<file path="src/rtl/dot_accum_if.sv">
// Handshake bundle between the upstream product source, dot_accum and the result consumer.
// The master side drives jobs and products; the slave side is the accumulator.
interface dot_accum_if #(
  parameter int ACC_W = 12
);
  logic             start;
  logic [7:0]       product;
  logic             in_valid;
  logic             in_ready;
  logic [ACC_W-1:0] result;
  logic             overflow;
  logic             out_valid;
  logic             out_ready;
  logic             busy;

  modport master (
    output start, product, in_valid, out_ready,
    input  in_ready, result, overflow, out_valid, busy
  );

  modport slave (
    input  start, product, in_valid, out_ready,
    output in_ready, result, overflow, out_valid, busy
  );
endinterface

</file>
<file path="src/rtl/dot_accum.sv">
// Sums N_TERMS unsigned 8-bit products per job into an ACC_W-bit accumulator
// with a sticky overflow flag, and holds the result until the consumer takes it.
module dot_accum #(
  parameter int N_TERMS = 4,
  parameter int ACC_W   = 12
) (
  input logic         clk,
  input logic         rst_n,
  dot_accum_if.slave  bus
);

  typedef enum logic [1:0] {
    IDLE  = 2'd0,
    ACCUM = 2'd1,
    DONE  = 2'd2
  } state_t;

  localparam logic [7:0] COUNT_LAST = 8'(N_TERMS - 1);

  state_t           state_q, state_d;
  logic [ACC_W-1:0] acc_q, acc_d;
  logic [7:0]       count_q, count_d;
  logic             ovf_q, ovf_d;
  logic [ACC_W:0]   sum;

  // One extra bit on the adder so the carry out becomes the overflow flag.
  assign sum = {1'b0, acc_q} + {{(ACC_W + 1 - 8){1'b0}}, bus.product};

  always_ff @(posedge clk) begin
    if (!rst_n) begin
      state_q <= IDLE;
      acc_q   <= '0;
      count_q <= '0;
      ovf_q   <= 1'b0;
    end else begin
      state_q <= state_d;
      acc_q   <= acc_d;
      count_q <= count_d;
      ovf_q   <= ovf_d;
    end
  end

  always_comb begin
    state_d = state_q;
    acc_d   = acc_q;
    count_d = count_q;
    ovf_d   = ovf_q;
    case (state_q)
      IDLE: begin
        if (bus.start) begin
          state_d = ACCUM;
          acc_d   = '0;
          count_d = '0;
          ovf_d   = 1'b0;
        end
      end
      ACCUM: begin
        if (bus.in_valid) begin
          acc_d   = sum[ACC_W-1:0];
          count_d = count_q + 8'd1;
          if (sum[ACC_W]) begin
            ovf_d = 1'b1;
          end
          if (count_q == COUNT_LAST) begin
            state_d = DONE;
          end
        end
      end
      DONE: begin
        if (bus.out_ready) begin
          state_d = IDLE;
        end
      end
      default: begin
        state_d = IDLE;
      end
    endcase
  end

  // Result is the live accumulator, so it keeps the last job's sum while idle.
  assign bus.in_ready  = (state_q == ACCUM);
  assign bus.out_valid = (state_q == DONE);
  assign bus.busy      = (state_q != IDLE);
  assign bus.result    = acc_q;
  assign bus.overflow  = ovf_q;

endmodule

</file>
<file path="src/flat_wrapper.sv">
// flat-port wrapper written by rule: the top's interface ports become plain ports
module dot_accum_flat 
#(
  parameter int N_TERMS = 4,
  parameter int ACC_W   = 12
)
  (clk, rst_n, bus_start, bus_product, bus_in_valid, bus_out_ready, bus_in_ready, bus_result, bus_overflow, bus_out_valid, bus_busy);
  dot_accum_if #(.ACC_W(ACC_W)) bus_i ();
  input logic clk;
  input logic rst_n;
  input wire logic [$bits(bus_i.start)-1:0] bus_start;
  input wire logic [$bits(bus_i.product)-1:0] bus_product;
  input wire logic [$bits(bus_i.in_valid)-1:0] bus_in_valid;
  input wire logic [$bits(bus_i.out_ready)-1:0] bus_out_ready;
  output wire logic [$bits(bus_i.in_ready)-1:0] bus_in_ready;
  output wire logic [$bits(bus_i.result)-1:0] bus_result;
  output wire logic [$bits(bus_i.overflow)-1:0] bus_overflow;
  output wire logic [$bits(bus_i.out_valid)-1:0] bus_out_valid;
  output wire logic [$bits(bus_i.busy)-1:0] bus_busy;
  assign bus_i.start = bus_start;
  assign bus_i.product = bus_product;
  assign bus_i.in_valid = bus_in_valid;
  assign bus_i.out_ready = bus_out_ready;
  assign bus_in_ready = bus_i.in_ready;
  assign bus_result = bus_i.result;
  assign bus_overflow = bus_i.overflow;
  assign bus_out_valid = bus_i.out_valid;
  assign bus_busy = bus_i.busy;
  dot_accum #(.N_TERMS(N_TERMS), .ACC_W(ACC_W)) u_core (.clk(clk), .rst_n(rst_n), .bus(bus_i));
endmodule
</file>
<file path="config.mk">
export PLATFORM = sky130hd
export DESIGN_NAME = dot_accum_flat
export DESIGN_NICKNAME = d
export VERILOG_FILES = /design/src/rtl/dot_accum_if.sv /design/src/rtl/dot_accum.sv /design/src/flat_wrapper.sv
export SDC_FILE = /design/constraint.sdc
export NUM_CORES = 1
export LEC_CHECK = 0
export ABC_AREA = 1
export BUFFER_PORTS_ARGS = -buffer_cell sky130_fd_sc_hd__buf_2
export CAP_MARGIN = 20
export CORE_ASPECT_RATIO = 0.8
export CORE_UTILIZATION = 38
export DETAILED_ROUTE_END_ITERATION = 10
export PLACE_DENSITY_LB_ADDON = 0.2
export SLEW_MARGIN = 40
export SYNTH_ARGS = -nofsm -noshare
export SYNTH_HDL_FRONTEND = slang
export SYNTH_SLANG_ARGS = --single-unit
</file>
<file path="constraint.sdc">
create_clock -name clk -period 3.3 [get_ports clk]
set_input_delay 0.825 -clock clk [delete_from_list [all_inputs] [get_ports clk]]
set_output_delay 0.825 -clock clk [all_outputs]
set_load 0.02 [all_outputs]
</file>
### Word-level counts from Yosys, hierarchy flattened

Index checks and enable logic that the tools add are counted.

* register bits after elaboration: 23
* output and inout port bits: 16

* reductions and logical operators: 6
* multiplexer cells: 15
* add/subtract/negate cells: 2
* eq/ne operators: 8

Operator list (count)
* 2-to-1 mux 12 bit: 2
* case mux 12 bit (2 select lines): 1
* 2-to-1 mux 8 bit: 2
* case mux 8 bit (2 select lines): 1
* adder 12 x 8 -> 13 bit: 1
* adder 8 x 1 -> 8 bit, second input constant: 1
* equality test 8 x 2 -> 1 bit, second input constant: 1
* 2-to-1 mux 2 bit: 4
* AND reduction 4 bit: 2
* != test 2 bit, second input constant: 3
* case mux 2 bit (3 select lines): 1
* != test 2 x 1 -> 1 bit, second input constant: 2
* nonzero test 2 bit: 2
* 2-to-1 mux 1 bit: 3
* AND reduction 3 bit: 1
* equality test 2 x 1 -> 1 bit, second input constant: 1
* equality test 2 bit, second input constant: 1
* zero test 2 bit: 1
* case mux 1 bit (2 select lines): 1

### Depth between registers and ports, before layout

* word-level depth: 4
* gate-level depth with buffers: 10

### Worst setup path before layout

Ideal clock, no wire load.

* path type: in2reg
* from: in bus_product[0]
* to: reg u_core.acc_q[10], in the netlist u_core.bus.result[10]
* required time: 3.187 ns
* stages: 10
* arrival: 1.957 ns
* setup time: 0.113 ns
* slack: 1.230 ns
* buffers on the path: 0
* cells stage by stage: ha_1 > fa_1 > nand2_1 > nand3_1 > nand3_1 > nand2_1 > nand2_1 > nand2_1 > nand2_1 > nor2_1

* longest elaborated chain between the ends: 3

RTL lines
* from (decl): line flat_wrapper.sv:12 `input wire logic [$bits(bus_i.product)-1:0] bus_product;`
* adder 12 x 8 -> 13 bit: line dot_accum.sv:27 `assign sum = {1'b0, acc_q} + {{(ACC_W + 1 - 8){1'b0}}, bus.product};`
* 2-to-1 mux 12 bit: line dot_accum.sv:58 `if (bus.in_valid) begin`
* case mux 12 bit (2 select lines): line dot_accum.sv:48 `case (state_q)`
* to (signal assigned): line dot_accum.sv:32 `acc_q <= '0;`
* to (signal assigned): line dot_accum.sv:37 `acc_q <= acc_d;`
* to (decl): line dot_accum.sv:21 `logic [ACC_W-1:0] acc_q, acc_d;`

No other way between the ends. The select of a mux whose other input is x is not followed.
A chain may end at the register's enable or synchronous reset.

### Worst setup path after layout

* from: in bus_product[0]
* to: reg u_core.acc_q[6], in the netlist u_core.bus.result[6]

Same word-level chain as after synthesis.

==> flow_metrics.env <==
export IMPL_ys_ff_latch=23
export IMPL_syn_to_final_growth_pct=15.00
export IMPL_min_period_ns=2.019
export IMPL_synth_cell_types=26
export IMPL_worstPathCellList="buf_2 > ha_1 > fa_1 > nand2_1 > nand3_1 > nand3_1 > nand2_1 > nand2_1 > nand3_1 > a21oi_1"
export IMPL_grt_pass1_vias=1316
export IMPL_period_share_pct=61.19
export IMPL_fmax_mhz=495.2
export IMPL_path_class="input pin to flop"
export IMPL_start_kind="input pin"
export IMPL_finalSetupViolations=0
export IMPL_synth_fp_nets=247
export IMPL_vias=1438
export IMPL_ir_drop_uv=314.2
export IMPL_crit_slowest_cell="fa_1"
export IMPL_synth_edf_count=0
export IMPL_fill_cells=393
export IMPL_post_route_util_pct=47.33
export IMPL_num_rows=19
export IMPL_gr_total_overflow=0
export IMPL_whs_path_depth=2
export IMPL_worst_endpoint_required_ns=3.51
export IMPL_dieArea_um2=4116
export IMPL_routed_wl_um=3280
export IMPL_hold_buffers=0
export IMPL_cts_resized=0
export IMPL_antenna_found_initial=0
export IMPL_io_pin_count=29
export IMPL_rsz0062_at_grt="false"
export IMPL_vias_per_cell=4.858
export IMPL_core_area_um2=3566
export IMPL_synth_area_leaders="dfxtp_1 31%, nand2_1 16%, inv_1 7.9%, a21oi_1 7.8%, ha_1 7.7%"
export IMPL_dpl_hpwl_um=2491
export IMPL_postCtsSetupBuffers=0
export IMPL_cts_max_level=1
export IMPL_drt_iter0_markers=49
export IMPL_die_h_um=57.59
export IMPL_cts_root_buf="clkbuf_8"
export IMPL_grt_max_degree=14
export IMPL_drive_gt1_share_pct=17.32
export IMPL_drc=0
export IMPL_nNetsFinal=278
export IMPL_max_stage_delay_ns=0.41
export IMPL_hold_class="flop to flop"
export IMPL_synth_async_reset_ratio_pct=0
export IMPL_fp_dieW_um=71.48
export IMPL_clock_sinks=23
export IMPL_relSlewSlack_pct=71.93
export IMPL_skew_ns=0.01138
export IMPL_fin_tns_setup_ns=0
export IMPL_gp_congestion=0.7824
export IMPL_syn_avg_cell_area_um2=6.552
export IMPL_drt_first_pass_iters=5
export IMPL_grt_pass1_wl_um=5713
export IMPL_avgRoutedWirePerCell_um=11.08
export IMPL_rr_worst_depth=9
export IMPL_yosys_warnings=0
export IMPL_tightest_slew_ns=0.4206
export IMPL_num_antenna_cells=0
export IMPL_synth_area_um2=1468
export IMPL_ys_seq_area_share_pct=31.37
export IMPL_synth_top_area_share_pct=31.37
export IMPL_postRouteAntennaNets=0
export IMPL_synth_top_area_cell="dfxtp_1"
export IMPL_worstPathMaxFanout=4
export IMPL_portBuffers=28
export IMPL_cp_arrival_ns=2.23
export IMPL_hold_violations=0
export IMPL_clock_path_buffers=2
export IMPL_cts_tree="built"
export IMPL_report_final_slew_viol_count=0
export IMPL_p_per_area_nw_per_um2=378.0
export IMPL_clk_latency_ns=0.27
export IMPL_initial_core_util_pct=41.16
export IMPL_globalRouteTotalUtil_pct=17.74
export IMPL_cts_buffers=3
export IMPL_hold_ws_ns=0.4581
export IMPL_setup_worst_path_end_class="flop"
export IMPL_cts_reportedPaths_clkPinSlew_ns=0.09
export IMPL_postSynthCellCount=224
export IMPL_status="complete, no violations"
export IMPL_total_leakage_power_nw=0.8419
export IMPL_maxCapViolCount=0
export IMPL_synth_ff_type="dfxtp_1"
==> metal layers <==
metal	global-route usage [%]	vias up	routed length, um
met4	5.042	0	23
met5	0	-	0
li1	-	778	-
met2	28.57	23	1415
met3	3.887	2	113
met1	24.10	635	1728
==> through the flow <==
stage          power [mW]  setup slack [ns]  cell area [um^2]  std cells
3_5_place_dp       0.4618            0.9957              1642        292
2_1_floorplan      0.4221             1.230              1468        224
3_3_place_gp       0.4604             1.024              1642        292
4_1_cts            0.6454             1.289              1688        296
6_report           0.6380             1.281              1688        296
5_1_grt            0.6798             1.166              1688        296
==> final cells by class <==
cell class / instances / area [um^2] / share of cell area, %
inverter: 33 / 123.9 / 7.339
clock buffer: 3 / 41.29 / 2.446
timing repair buffer: 28 / 140.1 / 8.302
sequential: 23 / 460.4 / 27.28
multi-input combinational: 166 / 864.6 / 51.22
tap: 42 / 52.55 / 3.113
clock inverter: 1 / 5.005 / 0.2965
==> where the power goes <==
group	internal, mW	switching (mW)
registers	0.288	0.00972
logic	0.0509	0.107
clock network	0.0845	0.0978
==> placed cells by master (no fill, tap or decap), types with 2 or more instances in the layout <==
cell / instances
a21oi_1: 23
buf_2: 28
clkbuf_8: 3
dfxtp_1: 23
ha_1: 9
inv_1: 31
inv_2: 2
nand2_1: 64
nand2_2: 3
nand2_4: 2
nand3_1: 21
nand3b_1: 2
nand4_1: 3
nor2_1: 19
nor2_4: 2
nor3_1: 3
o21ai_0: 6
==> cell families (layout without fill, tap and decap cells) <==
kind of cell               after synthesis  in the layout  synth area share [%]
buffers and inverters                   35             65                 9.718
adders and majority gates               10             10                 9.037
DFF                                     23             23                 31.37
AOI/OAI and AO/OA                       34             34                 12.53
and+or+nand+nor                        122            122                 37.34
==> sequential cells by signal, indices dropped and copies added, names as in the netlist <==
| signal | count |
|---|---|
| u_core.bus.overflow | 1 |
| u_core.bus.result | 12 |
| u_core.count_q | 8 |
| u_core.state_q | 2 |
==> worst paths after layout <==
kind / slack, ns / end / startpoint
hold reg to reg: 0.46 / u_core.bus.overflow / u_core.bus.overflow
hold / removal: 0.46 / u_core.bus.overflow / u_core.bus.overflow
setup / recovery: 1.28 / u_core.bus.result[6] / bus_product[0]
setup reg to reg: 1.58 / u_core.bus.result[6] / u_core.bus.result[0]
==> cells in the mapped netlist (all sizes together), types with 2 or more instances <==
cell type / instances
or2: 2
inv: 33
nor3: 3
nand3b: 2
ha: 9
a21oi: 24
nand4: 3
nor2: 22
nand2: 69
dfxtp: 23
o21ai: 6
nand3: 21
==> worst max-delay path: cells and delay by family <==
family          cells  cell delay (ns)
fa+ha+maj           2             0.62
simple gates        6             0.56
compound gates      1             0.13
buf+inv             1             0.10
Note: power is estimated with default switching activity, not from simulation.
